==> src/rtl/noc_arb_pkg.sv <==
// -----------------------------------------------------------------------------
// noc_arb_pkg
// Shared constants and helpers for the NoC output-port round-robin arbiter.
//   NPORT_DEF / FLIT_ID_W_DEF / LEN_W_DEF / HEADER_ID_DEF : default parameters
//   rr_pick(req, start, nport) : one-hot pick of the first requester found by
//                                scanning start, start+1, ... (mod nport)
// -----------------------------------------------------------------------------
package noc_arb_pkg;

    localparam int              NPORT_DEF     = 5;
    localparam int              FLIT_ID_W_DEF = 3;
    localparam int              LEN_W_DEF     = 12;
    localparam logic [2:0]      HEADER_ID_DEF = 3'b110;

    // Widest arbiter the shared pick function supports.
    localparam int MAX_PORTS = 32;
    localparam int MAX_IDX_W = $clog2(MAX_PORTS);

    // Scan the first nport bits of req starting at index start (start < nport)
    // and return the first set bit as a one-hot vector; zero if none is set.
    function automatic logic [MAX_PORTS-1:0] rr_pick(
        input logic [MAX_PORTS-1:0] req,
        input int                   start,
        input int                   nport
    );
        logic [MAX_PORTS-1:0] pick;
        logic                 found;
        int                   idx;
        pick  = '0;
        found = 1'b0;
        for (int k = 0; k < MAX_PORTS; k++) begin
            if (k < nport) begin
                idx = start + k;
                if (idx >= nport) idx = idx - nport;
                if (!found && req[idx[MAX_IDX_W-1:0]]) begin
                    pick[idx[MAX_IDX_W-1:0]] = 1'b1;
                    found = 1'b1;
                end
            end
        end
        return pick;
    endfunction

endpackage

==> src/rtl/arb_port_timer.sv <==
// -----------------------------------------------------------------------------
// arb_port_timer
// Per-port hold watchdog. Latches the packet length from every header flit
// and counts consecutive cycles of an active grant; timesup fires once the
// count reaches the latched length. A latched length of zero never fires.
//   clk, rst (async, active-low)
//   flit_id  : this port's flit id
//   length   : this port's packet length field
//   run      : port is granted, still requesting and not yet timed out
//   timesup  : hold budget exhausted
// -----------------------------------------------------------------------------
module arb_port_timer
    import noc_arb_pkg::*;
#(
    parameter int                   FLIT_ID_W = FLIT_ID_W_DEF,
    parameter int                   LEN_W     = LEN_W_DEF,
    parameter logic [FLIT_ID_W-1:0] HEADER_ID = HEADER_ID_DEF
) (
    input  logic                 clk,
    input  logic                 rst,
    input  logic [FLIT_ID_W-1:0] flit_id,
    input  logic [LEN_W-1:0]     length,
    input  logic                 run,
    output logic                 timesup
);

    logic [LEN_W-1:0] lim_q, lim_d;
    logic [LEN_W-1:0] count_q, count_d;

    always_comb begin
        // NOTE: every signal driven here gets a default first, so no path can
        // leave it unassigned and infer a latch.
        lim_d   = lim_q;
        count_d = '0;
        if (flit_id == HEADER_ID) lim_d = length;
        if (run) count_d = (&count_q) ? count_q : count_q + 1'b1;
    end

    // >= rather than == so a shorter length arriving mid-grant still fires.
    assign timesup = (lim_q != '0) && (count_q >= lim_q);

    // NOTE: state registers use non-blocking assignments so every flop
    // samples the pre-edge values regardless of statement order.
    always_ff @(posedge clk or negedge rst) begin
        if (!rst) begin
            lim_q   <= '0;
            count_q <= '0;
        end else begin
            lim_q   <= lim_d;
            count_q <= count_d;
        end
    end

endmodule

==> src/rtl/noc_rr_arbiter.sv <==
// -----------------------------------------------------------------------------
// noc_rr_arbiter
// Round-robin output arbiter for one router crossbar column. Grants at most
// one of NPORT inputs (registered one-hot); a holder keeps the grant while it
// requests and its watchdog has not expired.
//   clk, rst (async, active-low)
//   flit_id[NPORT*FLIT_ID_W] : packed per-port flit ids
//   length[NPORT*LEN_W]      : packed per-port packet lengths
//   req[NPORT]               : per-port requests
//   grant[NPORT]             : registered one-hot grant, zero when idle
//   grant_valid              : registered, high iff grant != 0
// Optional (macro ARB_TIMEOUT_STATUS_EN):
//   timeout_status[NPORT]    : sticky flag per port released by its watchdog
//   timeout_clr              : synchronous clear of all flags (set wins)
// -----------------------------------------------------------------------------
module noc_rr_arbiter
    import noc_arb_pkg::*;
#(
    parameter int                   NPORT     = NPORT_DEF,
    parameter int                   FLIT_ID_W = FLIT_ID_W_DEF,
    parameter int                   LEN_W     = LEN_W_DEF,
    parameter logic [FLIT_ID_W-1:0] HEADER_ID = HEADER_ID_DEF
) (
    input  logic                       clk,
    input  logic                       rst,
    input  logic [NPORT*FLIT_ID_W-1:0] flit_id,
    input  logic [NPORT*LEN_W-1:0]     length,
    input  logic [NPORT-1:0]           req,
    output logic [NPORT-1:0]           grant,
    output logic                       grant_valid
`ifdef ARB_TIMEOUT_STATUS_EN
    ,
    output logic [NPORT-1:0]           timeout_status,
    input  logic                       timeout_clr
`endif
);

    localparam int IDX_W = (NPORT > 1) ? $clog2(NPORT) : 1;

    logic [NPORT-1:0] grant_q, grant_d;
    logic             grant_valid_q;
    logic [IDX_W-1:0] last_q, last_d;
    logic [NPORT-1:0] run;
    logic [NPORT-1:0] timesup;

    for (genvar g = 0; g < NPORT; g++) begin : g_timer
        arb_port_timer #(
            .FLIT_ID_W (FLIT_ID_W),
            .LEN_W     (LEN_W),
            .HEADER_ID (HEADER_ID)
        ) u_timer (
            .clk     (clk),
            .rst     (rst),
            .flit_id (flit_id[g*FLIT_ID_W +: FLIT_ID_W]),
            .length  (length[g*LEN_W +: LEN_W]),
            .run     (run[g]),
            .timesup (timesup[g])
        );
    end

    // Non-zero only on the holder while it keeps its grant.
    assign run = grant_q & req & ~timesup;

    // While a port holds the grant, last already points at it (it was updated
    // on entry), so both IDLE and release scan from last+1. Masking the
    // current holder makes the release scan skip it.
    always_comb begin
        int start;
        grant_d = grant_q;
        last_d  = last_q;
        start   = (int'(last_q) >= NPORT - 1) ? 0 : int'(last_q) + 1;
        if (run == '0) begin
            grant_d = NPORT'(rr_pick(MAX_PORTS'(req & ~grant_q), start, NPORT));
        end
        for (int i = 0; i < NPORT; i++) begin
            if (grant_d[i]) last_d = IDX_W'(i);
        end
    end

    always_ff @(posedge clk or negedge rst) begin
        if (!rst) begin
            grant_q       <= '0;
            grant_valid_q <= 1'b0;
            last_q        <= IDX_W'(NPORT - 1);
        end else begin
            grant_q       <= grant_d;
            grant_valid_q <= |grant_d;
            last_q        <= last_d;
        end
    end

    assign grant       = grant_q;
    assign grant_valid = grant_valid_q;

`ifdef ARB_TIMEOUT_STATUS_EN
    logic [NPORT-1:0] status_q;

    // A granted port with timesup is always released this cycle, so the
    // flag appears together with the dropped grant. Set is OR-ed after the
    // clear so it wins.
    always_ff @(posedge clk or negedge rst) begin
        if (!rst) begin
            status_q <= '0;
        end else begin
            status_q <= (timeout_clr ? '0 : status_q) | (grant_q & timesup);
        end
    end

    assign timeout_status = status_q;
`endif

endmodule

==> config.mk <==
export PLATFORM = sky130hd
export DESIGN_NAME = noc_rr_arbiter
export DESIGN_NICKNAME = d
export VERILOG_FILES = /design/src/rtl/noc_arb_pkg.sv /design/src/rtl/arb_port_timer.sv /design/src/rtl/noc_rr_arbiter.sv
export SDC_FILE = /design/constraint.sdc
export NUM_CORES = 1
export LEC_CHECK = 0
export CORE_MARGIN = 2
export CORE_UTILIZATION = 40
export CTS_CLUSTER_SIZE = 8
export DETAILED_ROUTE_END_ITERATION = 10
export SETUP_SLACK_MARGIN = 0.3
export SLEW_MARGIN = 10
export SYNTH_ARGS = -nofsm -noshare
export SYNTH_HDL_FRONTEND = slang
export SYNTH_HIERARCHICAL = 1
export SYNTH_SLANG_ARGS = --single-unit
==> constraint.sdc <==
create_clock -name clk -period 5.2 [get_ports clk]
set_input_delay 0.78 -clock clk [delete_from_list [all_inputs] [get_ports clk]]
set_output_delay 0.78 -clock clk [all_outputs]
set_load 0.05 [all_outputs]
# [Yosys cells after proc, flatten, opt, wreduce, memory -nomap -nowiden]
# Index checks and enable logic that the tools add are counted.
[classes] order_cmp=21 n_div=0 n_bitwise=9 n_reduce_logical=31 addsub=15 n_eq_ne=10 shift=0 multipliers=0 muxes=64
[ops] cell="two-way mux 12 bit" n=10
[ops] cell="two-way mux 5 bit" n=20
[ops] cell="adder 12 x 1 -> 12 bit, second input constant" n=5
[ops] cell="greater-or-equal comparator 12 bit" n=5
[ops] cell="AND reduction 12 bit" n=5
[ops] cell="nonzero test 12 bit" n=5
[ops] cell="AND 5 x 32 -> 32 bit" n=1
[ops] cell="NOT 5 -> 32 bit" n=1
[ops] cell="< comparator 5 x 6 -> 1 bit, second input constant" n=5
[ops] cell="binary-select mux 1 bit (select 5 bit)" n=5
[ops] cell="demux 1 bit (select 5 bit)" n=5
[ops] cell="greater-or-equal comparator 5 x 1 -> 1 bit, second input constant" n=5
[ops] cell="greater-or-equal comparator 5 x 3 -> 1 bit, second input constant" n=4
[ops] cell="bitwise OR 5 bit" n=4
[ops] cell="subtractor 5 x 3 -> 5 bit, second input constant" n=4
[ops] cell="two-way mux 1 bit" n=18
[ops] cell="equality test 3 bit, second input constant" n=5
[ops] cell="two-way mux 3 bit" n=5
[ops] cell="logical AND 1 bit" n=14
[ops] cell="adder 4 x 2 -> 5 bit, second input constant" n=2
[ops] cell="AND 5 bit" n=2
[ops] cell="inequality test 2 bit, second input constant" n=5
[ops] cell="adder 4 x 1 -> 5 bit, second input constant" n=1
[ops] cell="adder 4 x 3 -> 5 bit, second input constant" n=1
[ops] cell="other kinds (10)" n=13
[totals] n_memories=0 ff_bits=129 latch_bits=0 elab_cells=163 mem_bits_ro=0 output_inout_bits=6 ram_bits=0

# [Longest topological paths before layout]
[depth] depth_word=31 mapped_depth=19 ltp_nobuf=17

# [Cells and area by module]
# The synthesis kept the hierarchy.
[modules_own_cells] mod="arb_port_timer" n_inst=5 area_each_um2=1427.6 seq_area_each_um2=600.6 cells_per_inst=135
[modules_own_cells] mod="noc_rr_arbiter" n_inst=1 area_each_um2=2348.5 seq_area_each_um2=226.5 cells_per_inst=306

# [Worst setup path after synthesis]
# Ideal clock, no wire load.
[synth_path] path_kind="flip-flop to flip-flop" from="register last_q[0]" to="register last_q[2]" stages_incl_launch_ff=17 required_ns=5.138 t_arrival_ns=4.083 slack_ns=1.055 synth_period_minus_slack_ns=4.145 cell_sequence="dfrtp_1 -> buf_2 -> inv_1 -> ha_1 -> and2b_1 -> inv_1 -> ha_1 -> clkbuf_1 -> a221o_1 -> a211oi_1 -> or4_4 -> a211oi_4 -> nand4b_1 -> a21oi_2 -> o41ai_4 -> and2_1 -> a41o_1"
[synth_between] elab_chain_cells=29 elab_cells_between_ends=97
[synth_lines] item="start: declaration" line="noc_rr_arbiter.sv:42" rtl="logic [IDX_W-1:0] last_q, last_d;"
[synth_lines] item="start signal: assignment" line="noc_rr_arbiter.sv:84" rtl="last_q <= IDX_W'(NPORT - 1);"
[synth_lines] item="start signal: assignment" line="noc_rr_arbiter.sv:88" rtl="last_q <= last_d;"
[synth_lines] item="adder 3 x 1 -> 4 bit or greater-or-equal comparator 3 bit (tied branches)" line="noc_rr_arbiter.sv:71" rtl="start = (int'(last_q) >= NPORT - 1) ? 0 : int'(last_q) + 1;"
[synth_lines] item="two-way mux 4 bit (*)" line="noc_rr_arbiter.sv:71"
[synth_lines] item="branches (longest 21 deep; another with < comparator 5 x 6 -> 1 bit)"
[synth_lines] item="two-way mux 5 bit (*)" line="noc_arb_pkg.sv:35" rtl="if (!found && req[idx[MAX_IDX_W-1:0]]) begin"
[synth_lines] item="two-way mux 5 bit (*)" line="noc_rr_arbiter.sv:72" rtl="if (run == '0) begin"
[synth_lines] item="two-way mux 3 bit (4 in a row)" line="noc_rr_arbiter.sv:76" rtl="if (grant_d[i]) last_d = IDX_W'(i);"
# Every way passes the cells marked *. The select of a mux whose other input is x is not followed.
# A chain may end at the register's enable or synchronous reset.

# [Worst setup path after layout]
[layout_path] from="register last_q[1]" to="register last_q[0]"
# The elaborated chain is that of the path after synthesis.

==> results.json <==
{
  "syn_area_um2": 9490,
  "crit_arrival_ns": 4.88,
  "startpoint_type": "flop",
  "clock_skew_ns": 0.0140,
  "maxCapViolCount": 0,
  "grt_pass1_wl_um": 36400,
  "timing.slew.headroom": 0.378,
  "slew_violations": 0,
  "die_w_um": 158,
  "placement.io_buffers": 87,
  "final-hold-violation-count": 0,
  "syn_to_final_growth_pct": 18.0,
  "num_rows": 56,
  "drtIter0Drc": 448,
  "rrSetupSlack_ns": 0.62,
  "r2r-start": "last_q[1]$_DFFE_PN0P_",
  "timing.final.crit_share": 0.881,
  "p_switching_w": 0.00233,
  "cts_tree": "done",
  "cts_buffers": 17,
  "drt-pass1-iter-count": 5,
  "pwr-share-clk": 0.218,
  "p_int_w": 0.00306,
  "seqPwrFrac": 0.245,
  "synth_seq_area_share": 0.340,
  "dieArea_um2": 25000,
  "grt_overflow": 0,
  "status": "finished clean",
  "place_congestion": 0.873,
  "ys_seq_elements": 129,
  "worst_slew_pin_slew_ns": 0.929,
  "fin_crit_ns": 4.58,
  "ant_nets": 0,
  "r2r-end": "last_q[0]$_DFFE_PN0P_",
  "dp_slack_ns": 0.726,
  "first_global_vias": 7236,
  "async_flop_share": 1.00,
  "htree_levels": 4,
  "n_antenna_cell": 0,
  "root_buffer": "clkbuf_16",
  "finalSetupViolCount": 0,
  "synth_edf_count": 0,
  "crit_path_end": "last_q[0]$_DFFE_PN0P_",
  "cts.path.max_buffers": 2,
  "wl_per_cell_um": 15.8,
  "num-nets-final": 1226,
  "track_usage": 0.182,
  "cp_max_fo": 11,
  "syn_inst": 981,
  "hold-worst-slack_ns": 0.422,
  "max_freq_mhz": 218,
  "synth_cell_types": 92,
  "drc": 0,
  "hold_buffers": 0,
  "switching_share": 0.432,
  "pwr-share-comb": 0.538,
  "die_h_um": 158,
  "synth_warnings": 6,
  "end_kind": "flop",
  "drt_wl_total_um": 22000,
  "cts_resized": 0,
  "vias": 7602,
  "core_area_um2": 23400,
  "start_util": 0.405,
  "clk_latency_ns": 0.42,
  "clkSinkCount": 129,
  "path_class": "reg -> reg",
  "cp-startpoint": "last_q[1]$_DFFE_PN0P_",
  "worst_ir_drop_vdd_mv": 0.337,
  "grt_max_degree": 87,
  "final_cell_mix": "dfrtp_1, clkdlybuf4s50_1, inv_1, ha_1, mux2_2",
  "critPathRequiredTime_ns": 5.50,
  "power_density_nw_per_um2": 482,
  "antenna_found_initial": 0,
  "syn_avg_cell_area_um2": 9.67,
  "cts_setup_buffers": 0,
  "ys.flop_type": "dfrtp_1",
  "final_core_util": 0.478,
  "leakage_nw": 5.09,
  "clk_pin_slew_worst_paths_ns": 0.06,
  "dp_hpwl_um": 16500,
  "ios": 88,
  "hp-class": "in -> async",
  "routed_via_density": 5.46,
  "rsz0062_at_grt": "no",
  "finalSetupTns_ns": 0,
  "rr_worst_depth": 15,
  "mostFrequentLayoutCell": "dfrtp_1",
  "drive_above_1_share": 0.143,
  "timing.final.ws_setup_ns": 0.616
}
==> Yosys cell counts (all sizes together), types with 6 or more instances <==
| library cell | n | area (um2) |
|---|---|---|
| a211o | 9 | 80.1 |
| a211oi | 6 | 57.6 |
| a21boi | 12 | 90.1 |
| a21o | 8 | 60.1 |
| a21oi | 23 | 123 |
| a221oi | 6 | 58.8 |
| a31oi | 26 | 163 |
| and2 | 19 | 119 |
| and3 | 18 | 125 |
| and4 | 11 | 109 |
| buf | 21 | 154 |
| clkbuf | 17 | 70.1 |
| dfrtp | 128 | 3200 |
| ha | 83 | 1040 |
| inv | 84 | 318 |
| mux2 | 62 | 702 |
| mux2i | 18 | 180 |
| nand2 | 32 | 120 |
| nand2b | 24 | 158 |
| nand3 | 47 | 240 |
| nand3b | 10 | 75.1 |
| nand4 | 28 | 206 |
| nand4b | 11 | 96.3 |
| nor2 | 37 | 139 |
| nor2b | 18 | 113 |
| nor3 | 19 | 95.1 |
| nor4 | 24 | 150 |
| o211a | 7 | 70.1 |
| o21a | 15 | 113 |
| o21ai | 51 | 259 |
| o311ai | 6 | 52.6 |
| o31ai | 8 | 60.1 |
| or3 | 8 | 55.1 |
| xnor2 | 22 | 193 |
==> cells by family after synthesis <==
logic type      synth area share
flops                      0.340
fa+ha+maj                  0.109
simple gates               0.211
compound gates             0.163
buf+inv                   0.0580
xor+xnor                  0.0203
mux                       0.0977
other cells             0.000792
==> sequential cells by signal (all words and copies together), names as in the netlist <==
register,count
g_timer.u_timer/count_q,60
grant,5
g_timer.u_timer/lim_q,60
last_q,3
grant_valid,1
==> worst min-delay path by stage <==
stage                                                           end  slack [ns]
after floorplan           g_timer[0].u_timer/count_q[0]$_DFFE_PN0P_        0.48
after global placement      g_timer[3].u_timer/lim_q[5]$_DFFE_PN0N_        0.52
after detailed placement   g_timer[3].u_timer/lim_q[11]$_DFFE_PN0N_        0.52
after CTS                   g_timer[3].u_timer/lim_q[3]$_DFFE_PN0N_        0.45
after global routing        g_timer[3].u_timer/lim_q[3]$_DFFE_PN0N_        0.48
final                       g_timer[3].u_timer/lim_q[3]$_DFFE_PN0N_        0.42
==> critical path: stages (launching register included) <==
cell and delay (ns):
dfrtp_1 0.43, inv_1 0.07, ha_1 0.30, and2b_1 0.38
inv_1 0.24, ha_1 0.33, or3b_1 0.24, and3_1 0.38
nand4_1 0.23, xnor2_1 0.42, o2111ai_1 0.37, nand4b_1 0.23
a21oi_2 0.09, o41ai_4 0.42, a21boi_0 0.25, o31ai_1 0.09
==> metal layers <==
layer / up-vias / wire length, um / part of all wire / global-route usage
met3: 24 / 595 / 0.027 / 0.0276
met1: 3660 / 11200 / 0.51 / 0.261
met5: - / 0 / 0 / 0
met2: 116 / 9820 / 0.45 / 0.283
li1: 3802 / - / - / -
met4: 0 / 342 / 0.016 / 0.0588
==> power by group through the flow <==
stage          Sequential (W)  Combinational (W)  Clock [W]
2_1_floorplan         0.00133            0.00214          0
3_3_place_gp          0.00133            0.00285          0
3_5_place_dp          0.00134            0.00286          0
4_1_cts               0.00132            0.00287    0.00120
5_1_grt               0.00134            0.00317    0.00126
6_report              0.00132            0.00290    0.00117
==> stage by stage <==
stage                     instance area [um2]  cells  power, W
after detailed placement                10600   1361   0.00420
after global routing                    11200   1393   0.00578
after floorplan                          9490    983   0.00347
after CTS                               11200   1393   0.00540
after global placement                  10600   1361   0.00418
final                                   11200   1393   0.00539
==> area by class of cell <==
cell class                      count  area (um2)
Clock buffer                       19         443
Clock inverter                     13         138
Fill cell                        2243       12200
Inverter                           85         327
Multi-Input combinational cell    731        5710
Sequential cell                   129        3230
Tap cell                          319         399
Timing Repair Buffer               97         947
Power figures use the tool's default switching activity.
